**src/rtl/mem_pkg.sv**
```systemverilog
// mem_pkg: shared types and constants for the RAM-port arbiter.
//   oplen_t      2-bit access size minus one (bytes)
//   arb_state_t  arbiter FSM states
//   owner_t      which requester owns the outstanding RAM transaction
//   GPIO_ADDR    byte address of the GPIO register; the arbiter passes it through unchanged
package mem_pkg;

  typedef logic [1:0] oplen_t;

  localparam oplen_t OPLEN_B = 2'b00;
  localparam oplen_t OPLEN_H = 2'b01;
  localparam oplen_t OPLEN_W = 2'b11;

  typedef enum logic {
    IDLE = 1'b0,
    WAIT = 1'b1
  } arb_state_t;

  typedef enum logic {
    OWN_IF = 1'b0,
    OWN_D  = 1'b1
  } owner_t;

  localparam logic [31:0] GPIO_ADDR = 32'hFFFF_FFFF;

endpackage

```
**src/rtl/rr_pick2.sv**
```systemverilog
// rr_pick2: combinational two-way requester picker.
//   req_a, req_b  pending requests (a = fetch side, b = data side in the arbiter)
//   last          previous grant (0 = a, 1 = b)
//   mode          0 = alternate on a tie, 1 = b always wins a tie
//   grant         chosen requester (0 = a, 1 = b); only meaningful when a request is pending
module rr_pick2 (
  input  logic req_a,
  input  logic req_b,
  input  logic last,
  input  logic mode,
  output logic grant
);

  // Pick a single requester; on a tie, b wins in fixed mode, otherwise the side not served last.
  always_comb begin
    grant = 1'b0;
    if (req_a && req_b) begin
      grant = mode | ~last;
    end else if (req_b) begin
      grant = 1'b1;
    end else begin
      grant = 1'b0;
    end
  end

endmodule

```
**src/rtl/mem_port_arbiter.sv**
```systemverilog
// mem_port_arbiter: shares the RAM's single command port between the fetch
// and load/store stages, one outstanding transaction at a time.
//   clk, rst                       clock, asynchronous active-high reset
//   if_req/if_addr                 fetch request (held until if_done)
//   if_done/if_rdata               fetch completion pulse and fetched word
//   d_req/d_addr/d_oplen/d_we/d_wdata  data request (held until d_done)
//   d_done/d_rdata                 data completion pulse and load result
//   err                            pulses with done when the RAM failed to answer in time
//   mem_enable/mem_addr/mem_oplen/mem_we/mem_data  RAM command (enable is a one-cycle strobe)
//   mem_valid/mem_result           RAM response
// All outputs are registered.
module mem_port_arbiter #(
  parameter int PRIO_MODE = 0,
  parameter int TIMEOUT   = 15
) (
  input  logic        clk,
  input  logic        rst,
  input  logic        if_req,
  input  logic [31:0] if_addr,
  output logic        if_done,
  output logic [31:0] if_rdata,
  input  logic        d_req,
  input  logic [31:0] d_addr,
  input  logic [1:0]  d_oplen,
  input  logic        d_we,
  input  logic [31:0] d_wdata,
  output logic        d_done,
  output logic [31:0] d_rdata,
  output logic        err,
  output logic        mem_enable,
  output logic [31:0] mem_addr,
  output logic [1:0]  mem_oplen,
  output logic        mem_we,
  output logic [31:0] mem_data,
  input  logic        mem_valid,
  input  logic [31:0] mem_result
);
  import mem_pkg::*;

  // The counter is cleared on grant, so this value is seen on the TIMEOUT-th WAIT edge.
  localparam logic [7:0] TIMEOUT_LAST = 8'(TIMEOUT - 1);
  localparam logic       PRIO_DATA    = (PRIO_MODE != 0);

  arb_state_t  state_q, state_d;
  owner_t      owner_q, owner_d;
  owner_t      last_q, last_d;
  logic [7:0]  cnt_q, cnt_d;

  logic        if_done_q, if_done_d;
  logic [31:0] if_rdata_q, if_rdata_d;
  logic        d_done_q, d_done_d;
  logic [31:0] d_rdata_q, d_rdata_d;
  logic        err_q, err_d;
  logic        mem_enable_q, mem_enable_d;
  logic [31:0] mem_addr_q, mem_addr_d;
  oplen_t      mem_oplen_q, mem_oplen_d;
  logic        mem_we_q, mem_we_d;
  logic [31:0] mem_data_q, mem_data_d;

  logic        any_req_s;
  logic        grant_s;
  owner_t      grant_own_s;
  logic        timeout_s;

  assign any_req_s   = if_req | d_req;
  assign grant_own_s = owner_t'(grant_s);
  assign timeout_s   = (cnt_q == TIMEOUT_LAST);

  rr_pick2 u_pick (
    .req_a (if_req),
    .req_b (d_req),
    .last  (last_q),
    .mode  (PRIO_DATA),
    .grant (grant_s)
  );

  // State and output registers; reset drops any outstanding access without a done.
  always_ff @(posedge clk or posedge rst) begin
    if (rst) begin
      state_q      <= IDLE;
      owner_q      <= OWN_IF;
      last_q       <= OWN_IF;
      cnt_q        <= 8'd0;
      if_done_q    <= 1'b0;
      if_rdata_q   <= 32'd0;
      d_done_q     <= 1'b0;
      d_rdata_q    <= 32'd0;
      err_q        <= 1'b0;
      mem_enable_q <= 1'b0;
      mem_addr_q   <= 32'd0;
      mem_oplen_q  <= 2'b00;
      mem_we_q     <= 1'b0;
      mem_data_q   <= 32'd0;
    end else begin
      state_q      <= state_d;
      owner_q      <= owner_d;
      last_q       <= last_d;
      cnt_q        <= cnt_d;
      if_done_q    <= if_done_d;
      if_rdata_q   <= if_rdata_d;
      d_done_q     <= d_done_d;
      d_rdata_q    <= d_rdata_d;
      err_q        <= err_d;
      mem_enable_q <= mem_enable_d;
      mem_addr_q   <= mem_addr_d;
      mem_oplen_q  <= mem_oplen_d;
      mem_we_q     <= mem_we_d;
      mem_data_q   <= mem_data_d;
    end
  end

  // Next state: grant from IDLE, leave WAIT on a response or on timeout.
  always_comb begin
    state_d = state_q;
    owner_d = owner_q;
    last_d  = last_q;
    cnt_d   = cnt_q;
    case (state_q)
      IDLE: begin
        if (any_req_s) begin
          state_d = WAIT;
          owner_d = grant_own_s;
          last_d  = grant_own_s;
          cnt_d   = 8'd0;
        end else begin
          state_d = IDLE;
        end
      end
      WAIT: begin
        if (mem_valid || timeout_s) begin
          state_d = IDLE;
          cnt_d   = 8'd0;
        end else begin
          cnt_d = cnt_q + 8'd1;
        end
      end
      default: begin
        state_d = IDLE;
      end
    endcase
  end

  // Output next values: command capture on grant, result/abort routing to the owner.
  always_comb begin
    if_done_d    = 1'b0;
    d_done_d     = 1'b0;
    err_d        = 1'b0;
    mem_enable_d = 1'b0;
    if_rdata_d   = if_rdata_q;
    d_rdata_d    = d_rdata_q;
    mem_addr_d   = mem_addr_q;
    mem_oplen_d  = mem_oplen_q;
    mem_we_d     = mem_we_q;
    mem_data_d   = mem_data_q;
    case (state_q)
      IDLE: begin
        if (any_req_s) begin
          mem_enable_d = 1'b1;
          if (grant_own_s == OWN_D) begin
            mem_addr_d  = d_addr;
            mem_oplen_d = d_oplen;
            mem_we_d    = d_we;
            mem_data_d  = d_wdata;
          end else begin
            mem_addr_d  = if_addr;
            mem_oplen_d = OPLEN_W;
            mem_we_d    = 1'b0;
            mem_data_d  = 32'd0;
          end
        end else begin
          mem_enable_d = 1'b0;
        end
      end
      WAIT: begin
        if (mem_valid) begin
          if (owner_q == OWN_D) begin
            d_done_d  = 1'b1;
            d_rdata_d = mem_result;
          end else begin
            if_done_d  = 1'b1;
            if_rdata_d = mem_result;
          end
        end else if (timeout_s) begin
          err_d = 1'b1;
          if (owner_q == OWN_D) begin
            d_done_d  = 1'b1;
            d_rdata_d = 32'd0;
          end else begin
            if_done_d  = 1'b1;
            if_rdata_d = 32'd0;
          end
        end else begin
          err_d = 1'b0;
        end
      end
      default: begin
        mem_enable_d = 1'b0;
      end
    endcase
  end

  assign if_done    = if_done_q;
  assign if_rdata   = if_rdata_q;
  assign d_done     = d_done_q;
  assign d_rdata    = d_rdata_q;
  assign err        = err_q;
  assign mem_enable = mem_enable_q;
  assign mem_addr   = mem_addr_q;
  assign mem_oplen  = mem_oplen_q;
  assign mem_we     = mem_we_q;
  assign mem_data   = mem_data_q;

endmodule

```
**config.mk**
```make
export PLATFORM = sky130hd
export DESIGN_NAME = mem_port_arbiter
export DESIGN_NICKNAME = d
export VERILOG_FILES = /design/src/rtl/mem_pkg.sv /design/src/rtl/rr_pick2.sv /design/src/rtl/mem_port_arbiter.sv
export SDC_FILE = /design/constraint.sdc
export NUM_CORES = 1
export LEC_CHECK = 0
export CORE_MARGIN = 2
export CORE_UTILIZATION = 31
export CTS_CLUSTER_SIZE = 8
export DETAILED_ROUTE_END_ITERATION = 10
export PLACE_DENSITY = 0.67
export SLEW_MARGIN = 20
export SYNTH_ARGS = -nofsm -noshare
export SYNTH_HDL_FRONTEND = slang
export SYNTH_SLANG_ARGS = --single-unit
export TNS_END_PERCENT = 100
```
**constraint.sdc**
```tcl
create_clock -name clk -period 5 [get_ports clk]
set_input_delay 1 -clock clk [delete_from_list [all_inputs] [get_ports clk]]
set_output_delay 1 -clock clk [all_outputs]
set_load 0.01 [all_outputs]
```
==> results of run 1 <==
==> layout make-up <==
type	count	share of cell area [%]
inverters	6	0.298
clock inverters	14	1.53
repair buffers	280	30.0
clock buffers	18	4.75
multi-input cells	250	21.0
flip-flops and latches	145	39.3
well taps	234	3.17
==> per-layer routing <==
layer,routed length [microns],track usage (%)
met5,0,0
met4,329,6.16
met3,1380,5.54
met2,8320,29.2
met1,6920,20.9
==> state kept, by name (all words and copies together) (netlist names) <==
name        cells
state_q         1
mem_oplen       2
last_q          1
mem_addr       32
if_done         1
d_done          1
err             1
mem_data       32
mem_we          1
if_rdata       32
d_rdata        32
cnt_q           8
mem_enable      1
==> stage by stage <==
step	hold WS, ps	total power, uW	utilization [%]	setup WS [ps]	instances
6_report	482	4330	49.9	2360	947
5_1_grt	506	4570	49.9	2240	947
4_1_cts	492	4390	49.9	2370	947
3_5_place_dp	476	3130	46.8	1940	915
3_3_place_gp	461	3090	46.8	1980	915
2_1_floorplan	490	2250	-	105	442
==> how the worst max path moves through the flow <==
stage	startpoint	endpoint	cells after the start
after floorplan	rst	cnt_q[0]	1
after global placement	if_req	mem_oplen[0]	6
after detailed placement	d_req	mem_data[20]	6
after CTS	d_req	mem_data[12]	6
after global routing	if_req	mem_oplen[0]	6
final	d_req	mem_data[12]	6
==> synthesized netlist by cell type <==
cell / n / area, sq um
a21boi_1: 1 / 7.51
a21o_2: 1 / 8.76
a21o_4: 1 / 15.0
a21oi_1: 5 / 25.0
a21oi_2: 1 / 8.76
a22o_1: 34 / 298
a31oi_1: 2 / 12.5
a32o_1: 63 / 631
and2_1: 2 / 12.5
and3_1: 1 / 6.26
and3_2: 1 / 7.51
and4b_4: 1 / 13.8
buf_2: 8 / 40.0
buf_4: 8 / 60.1
buf_6: 6 / 67.6
clkbuf_1: 19 / 71.3
dfrtp_1: 145 / 3630
ha_1: 2 / 25.0
inv_1: 6 / 22.5
mux2i_1: 32 / 320
nand2_1: 40 / 150
nand2b_1: 3 / 18.8
nand3_1: 3 / 15.0
nand3_4: 1 / 17.5
nand3b_4: 1 / 20.0
nand4_1: 1 / 6.26
nor2_1: 5 / 18.8
nor2b_1: 2 / 12.5
nor3_1: 2 / 10.0
nor3_4: 1 / 16.3
o211a_1: 1 / 10.0
o21ai_0: 36 / 180
o22a_1: 3 / 26.3
o2bb2ai_1: 1 / 8.76
or2_1: 1 / 6.26
or3_1: 2 / 12.5
==> cell families after synthesis <==
group | synth area share [%]
AO/OA/AOI/OAI | 21.2
adder cells (fa/ha/maj) | 0.431
buffers and inverters | 4.50
flip-flops | 62.4
multiplexers | 5.51
AND/OR/NAND/NOR | 5.92
==> power by group <==
part | internal, uW | switching (uW)
logic | 845 | 564
registers | 1490 | 198
clock network | 713 | 522
==> critical path: stages <==
cell and delay (ps):
clkdlybuf4s50_1 530, a21boi_4 180, buf_4 480, nor2b_2 240
buf_4 340, a22o_1 200
==> run metrics, run 1 <==
Hold Fails Final Rpt 0; Bufs on Longest Clock Path 2; share of the clock period used by the worst path about 53%; most frequent cells in the layout 270 x clkdlybuf4s50_1, 145 x dfrtp_1, 63 x a32o_1; Die ar. 0.0199 sq mm; dpl cell area about 0.0087 sq mm; Rel. slew slack between 30% and 40%; Global Route Usage Sum approximately 17%; Die H between 100 and 150 microns; # DRC 0; min-delay src mem_addr[12]; Post-Syn Instances 442; Antenna Nets Post-Route 0; clock-pin transition on the worst setup and hold timing paths about 70 ps; gr ovfl total 0; peak supply drop about 0.20 mV; Post-Synthesis Net Count 580; Synth Warn # 0; Leakage 0.00392 uW; CP Max Fanout 34; DR vias 4793; Reg area roughly 0.0036 sq mm; type of origin of the critical path primary input; nets@finish around 840; worst skew pair latency approximately 420 ps; Worst R2R Setup Slack approximately 2800 ps; status finished, final reports clean; filler instances ~1600; Min-Delay Path Depth 2; CTS resizes 0; share of cells above drive strength 1 about 7.7%; post-route cell area between 0.009 and 0.01 sq mm; initial antenna violation count 0; CTS Sinks around 150; Worst Hold Class reg -> reg; total CTS buffers 17; Setup crit end kind flip-flop; cell area power density 468 mW/mm^2; final WL between 15000 and 20000 microns; worst r2r src state_q; Synth-to-Final Area Change 59.1%; unrepaired setup endpoints after global routing false; root buffer cell clkbuf_16; largest net degree at the start of global routing roughly 100; DP Wirelength 11900 microns; I/O pin count 271; Slew Limit Fails 0; ANT cells 0; footprint of the multi-input gates between 0.0015 and 0.002 sq mm; H-tree depth 4; Post-Route Skew about 12 ps; post-synthesis sequential area ratio a little over three fifths; initial core utilization a little under a third; vias in the first global route approximately 5100; TritonRoute pass-1 iters 4; data arrival time of the worst path about 3000 ps; number of port buffers 270; Hold Path Sink mem_addr[12]; Vias per Instance roughly 5.1; Required @ worst endpoint 5350 ps; synth unique cells 36; commonest non-fill, non-tap cell in the layout clkdlybuf4s50_1; Yosys reg bits approximately 150; core footprint 0.0185 sq mm; Avg Cell Area, Syn between 10 and 15 sq um; Iteration-0 DRC Markers roughly 140; FMAX around 380 MHz; MaxCap Viol Count 0; kind of critical path in -> reg; first-pass GRT wire length between 20000 and 30000 microns; min cycle time layout approximately 2600 ps; die width 141 microns; R2R Path End mem_oplen[1]; setup_tns 0 ps; Worst R2R Path Depth 4; CTS tree done; final setup vio count 0; cell row count 50; routed len/inst roughly 18 microns; postcts setup bufs 0; Post-CTS Hold Buffers 0; Netlist Area Pre-Place ~0.0058 sq mm; Placer Congestion 0.739; Tightest Pin Transition just over 900 ps
Power figures use the tool's default switching activity.
==> inputs of run 2 (changes only) <==
--- a/config.mk
+++ b/config.mk
@@ -9,7 +9,7 @@
 export CORE_UTILIZATION = 31
 export CTS_CLUSTER_SIZE = 8
 export DETAILED_ROUTE_END_ITERATION = 10
-export PLACE_DENSITY = 0.67
+export PLACE_DENSITY = 0.64
 export SLEW_MARGIN = 20
 export SYNTH_ARGS = -nofsm -noshare
 export SYNTH_HDL_FRONTEND = slang
==> constraint.sdc (replaced) <==
create_clock -name clk -period 2.75 [get_ports clk]
set_input_delay 0.55 -clock clk [delete_from_list [all_inputs] [get_ports clk]]
set_output_delay 0.55 -clock clk [all_outputs]
set_load 0.01 [all_outputs]
==> run metrics, run 2 (synthesis gave the netlist of run 1 again) <==
dpl cell area 0.00874 sq mm (+0.91%); Clock Power Share 29.5% (+1.0 points); H-tree depth 4 (unchanged); final WL 17100 microns (+0.83%); cell area power density 858 mW/mm^2 (+83%); status finished, final reports clean; Cell Chain, Critical Path inv_1 > ha_1 > and4b_4 > a21o_4 > nand3_4 > a32o_1; MaxCap Viol Count 0 (unchanged); Die ar. 0.0199 sq mm (unchanged); worst setup margin 816 ps (-1540 ps); hold slack 479 ps (-2.96 ps); CTS Sinks 145 (unchanged); CP Max Fanout 33 (-2.9%); first-pass GRT wire length 26800 microns (-0.10%); Post-Place Setup Slack 577 ps (-1360 ps); Post-Route Skew 9.86 ps (-2.14 ps); Global Route Usage Sum 17.3% (about the same); Setup crit end kind flip-flop; FMAX 517 MHz; final setup vio count 0 (unchanged); CTS tree done; Bufs on Longest Clock Path 2 (unchanged); Leakage 0.00397 uW (+1.3%); Iteration-0 DRC Markers 180 (+29%); post-layout util 50.5% (+0.61 points); Die H 141 microns (unchanged); setup_tns 0 ps (unchanged); total CTS buffers 17 (unchanged); sequential power share 38.1% (-0.9 points); gr ovfl total 0 (unchanged); nets@finish 840 (+0.24%); Slew Limit Fails 0 (unchanged); die width 141 microns (unchanged); number of port buffers 270 (unchanged); routed len/inst 18.0 microns (+0.61%); slowest cell delay on critical path 420 ps (-110 ps); I/O pin count 271 (unchanged); switch share 29.7% (+0.042 points); Worst Hold Class reg -> reg; most frequent cells in the layout 270 x clkdlybuf4s50_1, 145 x dfrtp_1, 63 x a32o_1; Crit-path slowest cell dfrtp_1; CTS resizes 0 (unchanged); Placer Congestion 0.790 (+6.9%); initial core utilization 31.4% (unchanged); Antenna Nets Post-Route 0 (unchanged); Internal 5650 uW (+85%); clock-pin transition on the worst setup and hold timing paths 60 ps (about the same); TritonRoute pass-1 iters 6 (+2); worst skew pair latency 410 ps (about the same); Rel. slew slack 56.0% (+17 points); ANT cells 0 (unchanged); Hold Fails Final Rpt 0 (unchanged); portion of total power attributed to combinational logic 32.4% (about the same); min cycle time layout 1930 ps; data arrival time of the worst path 2230 ps (-760 ps); post-route cell area 0.00936 sq mm (+1.2%); share of the clock period used by the worst path between 70 and 80%; Tightest Pin Transition 658 ps (-262 ps); largest net degree at the start of global routing 48 (-53%); Required @ worst endpoint 3040 ps (-2310 ps); type of origin of the critical path flip-flop; Synth-to-Final Area Change 61.0%; # DRC 0 (unchanged); Worst R2R Setup Slack 820 ps (-2000 ps); root buffer cell clkbuf_16; cell row count 50 (unchanged); share of cells above drive strength 1 7.97% (+0.26 points); NetSw 2380 uW (+86%); DP Wirelength 12200 microns (+2.2%); Vias per Instance 5.04 (-0.50%); DR vias 4779 (-0.29%); core footprint 0.0185 sq mm (unchanged); kind of critical path reg -> reg; vias in the first global route 4902 (-3.6%); unrepaired setup endpoints after global routing false; commonest non-fill, non-tap cell in the layout clkdlybuf4s50_1; Post-CTS Hold Buffers 0 (unchanged); initial antenna violation count 0 (unchanged); peak supply drop 0.424 mV (+110%); postcts setup bufs 0 (unchanged)
-- run 2: cell count changes in the layout (fill, tap and decap cells not counted), moves of 3 or more --
cell and change:
inv_8 +3, buf_12 +5, inv_6 -3, buf_4 -3
-- run 2: worst max-delay path, delay by kind of cell, from the launching register on --
family | cells | cell delay, ps
AO/OA/AOI/OAI | 2 | 540
AND/OR/NAND/NOR | 2 | 610
flip-flops | 1 | 420
buffers and inverters | 1 | 80
adder cells (fa/ha/maj) | 1 | 150
-- run 2: final timing paths --
path                                  start           end  depth (start not counted)
worst min-delay path            mem_addr[7]   mem_addr[7]                          2
worst max-delay path               cnt_q[0]    d_rdata[8]                          6
worst max register to register     cnt_q[0]    d_rdata[8]                          6
worst min register to register  mem_addr[7]   mem_addr[7]                          2
max in group asynchronous               rst  mem_addr[22]                          3
min in group asynchronous               rst   d_rdata[19]                          2
-- run 2: metrics by stage --
stage	total power, uW	instances
after global placement	5640	917
after CTS	8140	949
final	8030	949
after detailed placement	5710	917
after floorplan	4090	442
after global routing	8450	949
-- run 2: final cells by class --
cell class | count | area (sq um)
multi-input cells | 250 | 1940
repair buffers | 282 | 2860
well taps | 234 | 293
fillers | 1577 | 9160
clock buffers | 17 | 425
flip-flops and latches | 145 | 3630
clock inverters | 15 | 189
inverters | 6 | 26.3
-- run 2: power groups by stage --
stage	clock, uW	sequential, uW	combinational (uW)
floorplan	0	3310	783
global placement	0	3070	2570
detailed placement	0	3090	2630
CTS	2450	3060	2630
global route	2550	3120	2780
finish	2370	3060	2600
-- run 2: per-layer routing --
metal | up-vias | track usage, % | share of wire [%]
li1 | 2197 | - | -
met1 | 2301 | 22.4 | 43
met2 | 260 | 27.4 | 46
met3 | 21 | 5.16 | 8.9
met4 | 0 | 6.74 | 2.0
met5 | - | 0 | 0
